$ cat src/rtl/seg7_scan_ctrl.sv
// seg7_scan_ctrl
//   Time-multiplexed scan controller for a NUM_DIGITS common-anode 7-segment
//   display. A packed BCD word is double-buffered (pending -> display at each
//   frame boundary) and digits are scanned one slot at a time. Each slot is
//   REFRESH_DIV cycles: BLANK_CYCLES with all anodes off, then the digit's
//   anode driven low for the rest of the slot.
//
//   Optional build macro: SEG7_LZ_SUPPRESS_EN
//     When defined, a digit k > 0 whose nibble and all higher nibbles are
//     zero keeps its anode off for the whole slot. Slot timing and digit_idx
//     progression are unaffected. Digit 0 is always shown.
//
// Ports
//   clk          system clock, rising edge
//   rst_n        asynchronous active-low reset
//   enable       1 = scanning, 0 = display dark (returns to IDLE)
//   load         1-cycle strobe, captures bcd_in into the pending buffer
//   bcd_in       packed BCD, digit 0 in bits [3:0]
//   bcd_out      nibble of the current digit (to bcd_to_7segment)
//   an_n         active-low anode enables, one-hot-low or all-high
//   digit_idx    index of the current digit
//   frame_start  1-cycle pulse when digit 0's slot begins
//   bcd_err      1 while the presented nibble is above 9

module seg7_scan_ctrl #(
    parameter int unsigned NUM_DIGITS   = 4,
    parameter int unsigned REFRESH_DIV  = 50000,
    parameter int unsigned BLANK_CYCLES = 16
) (
    input  logic                          clk,
    input  logic                          rst_n,
    input  logic                          enable,
    input  logic                          load,
    input  logic [4*NUM_DIGITS-1:0]       bcd_in,
    output logic [3:0]                    bcd_out,
    output logic [NUM_DIGITS-1:0]         an_n,
    output logic [$clog2(NUM_DIGITS)-1:0] digit_idx,
    output logic                          frame_start,
    output logic                          bcd_err
);

    localparam int unsigned IDX_W = $clog2(NUM_DIGITS);
    localparam int unsigned CNT_W = $clog2(REFRESH_DIV);
    localparam int unsigned BUF_W = 4 * NUM_DIGITS;

    localparam logic [CNT_W-1:0] BLANK_LAST = CNT_W'(BLANK_CYCLES - 1);
    localparam logic [CNT_W-1:0] SLOT_LAST  = CNT_W'(REFRESH_DIV - 1);
    localparam logic [IDX_W-1:0] IDX_LAST   = IDX_W'(NUM_DIGITS - 1);

    typedef enum logic [1:0] {
        IDLE  = 2'd0,
        BLANK = 2'd1,
        SHOW  = 2'd2
    } state_t;

    state_t                  state, state_n;
    logic [CNT_W-1:0]        cnt, cnt_n;
    logic [IDX_W-1:0]        idx_n;
    logic [NUM_DIGITS-1:0]   an_n_n;
    logic [3:0]              bcd_n;
    logic                    err_n;
    logic                    fs_n;
    logic [BUF_W-1:0]        disp_q, disp_n;
    logic [BUF_W-1:0]        pend_q, pend_n;
    logic                    pv_q, pv_n;
    logic                    boundary;
    logic                    slot_start;

    // Select nibble idx out of a packed BCD word.
    function automatic logic [3:0] nibble_at(input logic [BUF_W-1:0] word,
                                             input logic [IDX_W-1:0] idx);
        logic [3:0] nib;
        nib = '0;
        for (int unsigned i = 0; i < NUM_DIGITS; i++) begin
            if (idx == IDX_W'(i)) begin
                nib = word[4*i +: 4];
            end
        end
        return nib;
    endfunction

    // One-hot-low anode pattern for digit idx.
    function automatic logic [NUM_DIGITS-1:0] digit_mask(input logic [IDX_W-1:0] idx);
        logic [NUM_DIGITS-1:0] mask;
        mask = '1;
        for (int unsigned i = 0; i < NUM_DIGITS; i++) begin
            if (idx == IDX_W'(i)) begin
                mask[i] = 1'b0;
            end
        end
        return mask;
    endfunction

`ifdef SEG7_LZ_SUPPRESS_EN
    // Walks from the top digit down, tracking whether every digit seen so far
    // is zero; digit idx is dark when that still holds on reaching it.
    // The loop stops at 1, so digit 0 is never dark.
    function automatic logic lz_dark(input logic [BUF_W-1:0] word,
                                     input logic [IDX_W-1:0] idx);
        logic zero_above;
        logic dark;
        zero_above = 1'b1;
        dark       = 1'b0;
        for (int unsigned i = NUM_DIGITS - 1; i >= 1; i--) begin
            zero_above = zero_above && (word[4*i +: 4] == 4'd0);
            if (idx == IDX_W'(i)) begin
                dark = zero_above;
            end
        end
        return dark;
    endfunction
`endif

    always_comb begin
        state_n    = state;
        cnt_n      = cnt;
        idx_n      = digit_idx;
        an_n_n     = '1;
        bcd_n      = bcd_out;
        err_n      = bcd_err;
        fs_n       = 1'b0;
        disp_n     = disp_q;
        pend_n     = pend_q;
        pv_n       = pv_q;
        boundary   = 1'b0;
        slot_start = 1'b0;

        if (!enable) begin
            state_n = IDLE;
            cnt_n   = '0;
            idx_n   = '0;
        end else begin
            case (state)
                IDLE: begin
                    state_n    = BLANK;
                    cnt_n      = '0;
                    idx_n      = '0;
                    boundary   = 1'b1;
                    slot_start = 1'b1;
                end
                BLANK: begin
                    cnt_n = cnt + 1'b1;
                    if (cnt == BLANK_LAST) begin
                        state_n = SHOW;
`ifdef SEG7_LZ_SUPPRESS_EN
                        an_n_n  = lz_dark(disp_q, digit_idx) ? '1 : digit_mask(digit_idx);
`else
                        an_n_n  = digit_mask(digit_idx);
`endif
                    end
                end
                SHOW: begin
                    if (cnt == SLOT_LAST) begin
                        state_n    = BLANK;
                        cnt_n      = '0;
                        slot_start = 1'b1;
                        if (digit_idx == IDX_LAST) begin
                            idx_n    = '0;
                            boundary = 1'b1;
                        end else begin
                            idx_n = digit_idx + 1'b1;
                        end
                    end else begin
                        cnt_n  = cnt + 1'b1;
                        an_n_n = an_n;
                    end
                end
                default: begin
                    state_n = IDLE;
                    cnt_n   = '0;
                    idx_n   = '0;
                end
            endcase
        end

        // The boundary copy uses the pending value from before this cycle's
        // load, so a coincident load waits for the following frame.
        if (boundary) begin
            fs_n = 1'b1;
            if (pv_q) begin
                disp_n = pend_q;
                pv_n   = 1'b0;
            end
        end
        if (load) begin
            pend_n = bcd_in;
            pv_n   = 1'b1;
        end

        // bcd_out only moves at slot entry; the display buffer is frame-stable.
        if (slot_start) begin
            bcd_n = nibble_at(disp_n, idx_n);
            err_n = (bcd_n > 4'd9);
        end
    end

    always_ff @(posedge clk or negedge rst_n) begin
        if (!rst_n) begin
            state       <= IDLE;
            cnt         <= '0;
            digit_idx   <= '0;
            an_n        <= '1;
            bcd_out     <= '0;
            bcd_err     <= 1'b0;
            frame_start <= 1'b0;
            disp_q      <= '0;
            pend_q      <= '0;
            pv_q        <= 1'b0;
        end else begin
            state       <= state_n;
            cnt         <= cnt_n;
            digit_idx   <= idx_n;
            an_n        <= an_n_n;
            bcd_out     <= bcd_n;
            bcd_err     <= err_n;
            frame_start <= fs_n;
            disp_q      <= disp_n;
            pend_q      <= pend_n;
            pv_q        <= pv_n;
        end
    end

endmodule
$ cat config.mk
export PLATFORM = sky130hd
export DESIGN_NAME = seg7_scan_ctrl
export DESIGN_NICKNAME = d
export VERILOG_FILES = /design/src/rtl/seg7_scan_ctrl.sv
export SDC_FILE = /design/constraint.sdc
export NUM_CORES = 1
export LEC_CHECK = 0
export ABC_AREA = 1
export CAP_MARGIN = 40
export CORE_ASPECT_RATIO = 1.25
export CORE_MARGIN = 4
export CORE_UTILIZATION = 50
export DETAILED_ROUTE_END_ITERATION = 7
export PLACE_DENSITY = 0.76
export REMOVE_ABC_BUFFERS = 1
export SETUP_SLACK_MARGIN = 0.5
export SYNTH_ARGS = -nofsm -noshare
export SYNTH_HDL_FRONTEND = slang
export SYNTH_SLANG_ARGS = --single-unit
export TNS_END_PERCENT = 50
$ cat constraint.sdc
create_clock -name clk -period 5.63 [get_ports clk]
set_input_delay 0.8445 -clock clk [delete_from_list [all_inputs] [get_ports clk]]
set_output_delay 0.8445 -clock clk [all_outputs]
set_load 0.05 [all_outputs]
# [Word-level counts from Yosys, hierarchy flattened]
# Index checks and enable logic that the tools add are counted.
[classes] n_mux=36 shifts=0 n_lt_le_gt_ge=1 mul=0 n_div=0 reduce_logical=5 bitwise_logic=0 n_eq_ne=12 addsub=2
[ops] op="$mux W16" n=4
[ops] op="$mux W4" n=8
[ops] op="$pmux W16 S2" n=1
[ops] op="$add A16 B1 Y16 const B" n=1
[ops] op="$eq A16 B16 Y1 const B" n=1
[ops] op="$eq A16 B4 Y1 const B" n=1
[ops] op="$mux W1" n=12
[ops] op="$mux W2" n=6
[ops] op="$eq A2 B2 Y1 const B" n=5
[ops] op="$pmux W4 S2" n=1
[ops] op="$eq A2 B1 Y1 const B" n=3
[ops] op="$logic_not A2 Y1" n=3
[ops] op="$ne A3 B3 Y1 const B" n=2
[ops] op="$pmux W2 S3" n=1
[ops] op="$gt A4 B4 Y1 const B" n=1
[ops] op="$pmux W1 S2" n=2
[ops] op="$pmux W2 S2" n=1
[ops] op="$add A2 B1 Y2 const B" n=1
[ops] op="$reduce_and A2 Y1" n=1
[ops] op="$reduce_bool A2 Y1" n=1
[word_totals] latch_bits=0 mem_bits_rw=0 wordCells=66 mem_count=0 regBits=63 out_inout_bits=12 input_bits=20 mem_bits_ro=0

# [Depth between registers and ports, before layout]
[depth] word_depth=12 ltp_mapped=17 mapped_depth_nobuf=16

# [Least setup slack after synthesis]
# Ideal clock, no wire load.
[synth_path] path_type="reg2reg" startpoint="reg digit_idx[0]" endpoint="reg bcd_err" path_slack_ps=3582 n_path_buf=1 path_stages_with_launch=14 t_required_ps=5512 setup_ps=118 arrival_time_ps=1930 period_less_slack_ps=2048 cell_sequence="dfrtp_1 ha_1 inv_1 nand2_1 nand3_4 buf_6 nand2_1 nand2_2 nand3_2 nand3_1 nor2_1 nand2_1 nand2_1 nand2_1"
[synth_between] word_cells_on_any_way=21 classes_between="add/sub (1); order compare (1); eq/ne (4); mux (14); reduce/logical (1)"
[synth_lines] element="start, declared" line_no="37" rtl="output logic [$clog2(NUM_DIGITS)-1:0] digit_idx,"
[synth_lines] element="start signal, assigned" line_no="212" rtl="digit_idx <= idx_n;"
[synth_lines] element="$eq A2 B2 Y1" line_no="157" rtl="if (digit_idx == IDX_LAST) begin"
[synth_lines] element="$mux W1" line_no="157"
[synth_lines] element="$mux W1" line_no="153" rtl="if (cnt == SLOT_LAST) begin"
[synth_lines] element="$pmux W1 S2" line_no="133" rtl="case (state)"
[synth_lines] element="$mux W1" line_no="128" rtl="if (!enable) begin"
[synth_lines] element="$mux W16" line_no="178" rtl="if (boundary) begin"
[synth_lines] element="named net disp_n[9]" line_no="63" rtl="logic [BUF_W-1:0] disp_q, disp_n;"
[synth_lines] element="$mux W4 (2 in series)" line_no="75" rtl="if (idx == IDX_W'(i)) begin"
[synth_lines] element="$mux W4" line_no="191" rtl="if (slot_start) begin"
[synth_lines] element="$gt A4 B4 Y1" line_no="193" rtl="err_n = (bcd_n > 4'd9);"
[synth_lines] element="end signal, assigned" line_no="215" rtl="bcd_err <= err_n;"
[synth_lines] element="end, declared" line_no="39" rtl="output logic bcd_err"
# The timed path passes the listed nets, and every way through them passes these cells. The select of a mux whose other input is x is not followed.
# A chain may end at the register's enable or synchronous reset.

# [Final worst setup path]
[layout_path] startpoint="reg digit_idx[0]" endpoint="out digit_idx[0]"
# No word-level cell between the ends.

==> metrics.csv <==
stage;metric;value;unit
run_status;status;finished, final reports clean;
yosys;Synth warnings;0;
worst_setup_path;CP max FO;8;
worst_setup_path;Max stage delay cell, worst path;clkdlybuf4s50_1;
clock_network;CTS max path bufs;2;
clock_network;Root Driver;clkbuf_8;
clock_network;clk_lat worst skew;0.34;ns
timing;Max Clk Rate;396;MHz
worst_setup_path;CP arrival;1.68;ns
global_route;global route total overflow;0;
clock_network;Hold-fix buffers, CTS;0;
clock_network;CTS tree;built;
timing;period utilisation layout;0.449;
job;Max-cap violations;0;
cells_and_area;Fillers;548;
yosys;Mean Syn Cell Area;8.18;sq um
placed_design;dpl cells;495;
route;DR pass1 iterations;4;
die;IO Pins;32;
timing;setup_tns;0;ns
placed_design;HPWL Detailed;4.55;mm
route;WL final;6.21;mm
timing;hold slack;0.469;ns
timing;Final Hold Viols;0;
timing;Slew @ Worst Pin;0.792;ns
cells_and_area;share of layout cells above drive strength 1;0.0939;
clock_network;TritonCTS Buffers;9;
clock_network;post-CTS resize count;0;
placed_design;Final Wtd Congestion;0.933;
cells_and_area;Reg area;1580;sq um
route;drt via density;4.92;
cells_and_area;P&R area growth vs syn;17.8;%
power;PD cells;388;nW/um^2
timing;endpoints failing setup;0;
cells_and_area;Layout Nets;449;
timing;Relative slew margins;0.472;
worst_setup_path;critical path endpoint category;output pin;
die;Die Height;96.6;um
yosys;Post-Syn Instances;384;
route;routed via count;2514;
min_path;hold crit path type;flop to flop;
die;initial core utilization;0.513;
global_route;initial antenna violation count;0;
route;number of DRC markers in iteration 0;97;
die;total die area;7620;sq um
global_route;vias in the first global route;2610;
die;Die W;78.9;um
clock_network;setup bufs post-CTS;0;
worst_setup_path;CP Class;flop to output pin;
worst_setup_path;CP top delay family;buffers and inverters;
global_route;first-pass GRT wire length;11.2;mm
worst_setup_path;Worst Path Buf+Inv;1;
worst_setup_path;Worst R2R Path Depth;14;
route;# DRC;0;
clock_network;clk slew on worst S/H paths;0.07;ns
timing;Max Transition Viols Final;0;
route;Final ANT Viol Nets;0;
worst_setup_path;critical-path cell list;clkdlybuf4s50_1;
worst_setup_path;slowest stage delay, CP;0.86;ns
worst_setup_path;Critical Path RT;4.79;ns
die;Rows;32;
power;total power;1430;uW
die;Core ar.;6130;sq um
route;average routed wire per standard cell;12.2;um
timing;RSZ-0062 raised after global routing;no;
min_path;Worst Hold Depth;1;
power;maximum vdd drop;180;uV
yosys;sequential share of the synthesized area;0.504;
timing;Final Skew;0.00708;ns
global_route;largest net degree at the start of global routing;64;
yosys;cell area after synthesis;3140;sq um
cells_and_area;fin cells;511;
placed_design;placed inst area;3530;sq um
worst_setup_path;Setup crit start kind;flop;
global_route;Total GRT Usage;0.186;
clock_network;CTS Sinks;63;
yosys;Yosys cell types;36;
clock_network;H-tree Lvls;3;
cells_and_area;post-route cell area;3700;sq um
worst_setup_path;WP depth;1;
cells_and_area;Multi-input gate area;1320;sq um
timing;min Tclk post-route;2.53;ns
yosys;register bit total from synthesis;63;
placed_design;port buffer count;31;
cells_and_area;Antenna Cells;0;
power;P_leak;0.00174;uW
[synth_stat cells]
cell type,n,area share
buf_6,1,0.0036
a21oi_1,8,0.013
inv_1,51,0.061
xnor2_1,2,0.0056
and3_1,1,0.0020
nor2_1,34,0.041
nor4_1,2,0.0040
nand2_2,7,0.014
nand2_1,110,0.13
nor3_1,6,0.0096
mux2i_1,3,0.0096
clkinv_1,3,0.0036
a211oi_1,2,0.0048
and2_1,1,0.0020
o211ai_1,1,0.0024
nand4_1,5,0.010
dfrtp_1,59,0.47
nor2_2,4,0.0080
or2_2,1,0.0020
inv_2,2,0.0024
dfstp_2,4,0.033
nand3_4,1,0.0056
buf_2,1,0.0016
o21ai_1,5,0.0080
o21ai_2,2,0.0056
nand3b_1,7,0.017
clkbuf_1,4,0.0048
o21bai_1,1,0.0024
nand3_2,3,0.0096
ha_1,8,0.032
nor2_4,1,0.0036
o21ai_0,25,0.040
nand2_4,1,0.0036
nand3_1,13,0.021
o21a_1,1,0.0024
xor2_1,4,0.011
[metal layers]
| metal | vias up | global-route usage | wire length (um) |
|---|---|---|---|
| met3 | 17 | 0.0503 | 204 |
| met2 | 43 | 0.316 | 3200 |
| met5 | - | 0 | 0 |
| met4 | 0 | 0.0926 | 166 |
| li1 | 1277 | - | - |
| met1 | 1177 | 0.213 | 2640 |
[stage by stage]
stage	util	setup slack (ns)
finish	0.604	3.10
global route	0.604	3.02
CTS	0.604	3.09
detailed placement	0.576	2.92
global placement	0.576	2.95
floorplan	-	3.55
[report_power, final]
part           leakage, uW  switching (uW)  internal (uW)
sequential        0.000792            53.9            546
combinational     0.000863             325            159
clock            0.0000877             166            184
[cell usage in the layout, fill, tap and decap left out, drive strengths merged, types with 5 or more instances in the layout]
cell,synthesis,layout
a21oi,8,8
clkbuf,4,15
clkdlybuf4s50,0,30
dfrtp,59,59
ha,8,8
inv,53,53
nand2,118,118
nand3,17,17
nand3b,7,7
nand4,5,5
nor2,39,39
nor3,6,6
o21ai,32,32
[kinds of logic after synthesis]
| logic type | synth area share |
|---|---|
| xor gates and xnor gates | 0.0167 |
| and+or+nand+nor | 0.283 |
| adders and majority gates | 0.0319 |
| muxes | 0.00956 |
| AOI/OAI and AO/OA | 0.0781 |
| buffers and inverters | 0.0769 |
| DFF | 0.504 |
[area by class of cell]
class | instances | area share
timing repair buffer | 32 | 0.0845
tap | 85 | 0.0287
sequential | 63 | 0.427
clock buffer | 15 | 0.0450
multi-input combinational | 259 | 0.356
clock inverter | 1 | 0.00135
inverter | 56 | 0.0568
[flip-flops by register name, summed over array words and instances (netlist names)]
name / flops
disp_q: 16
frame_start: 1
pv_q: 1
an_n: 4
pend_q: 16
cnt: 16
digit_idx: 2
state: 2
bcd_out: 4
bcd_err: 1
[worst paths after layout]
check,startpoint,endpoint,slack [ns]
max,digit_idx[0]$_DFF_PN0_,digit_idx[0],3.10
min,cnt[0]$_DFF_PN0_,cnt[0]$_DFF_PN0_,0.47
max reg2reg,cnt[0]$_DFF_PN0_,bcd_out[0]$_DFFE_PN0P_,3.43
min reg2reg,cnt[0]$_DFF_PN0_,cnt[0]$_DFF_PN0_,0.47
max in group asynchronous,rst_n,cnt[14]$_DFF_PN0_,4.43
min in group asynchronous,rst_n,cnt[11]$_DFF_PN0_,0.66
No activity file was read; power rests on OpenSTA's default activity.
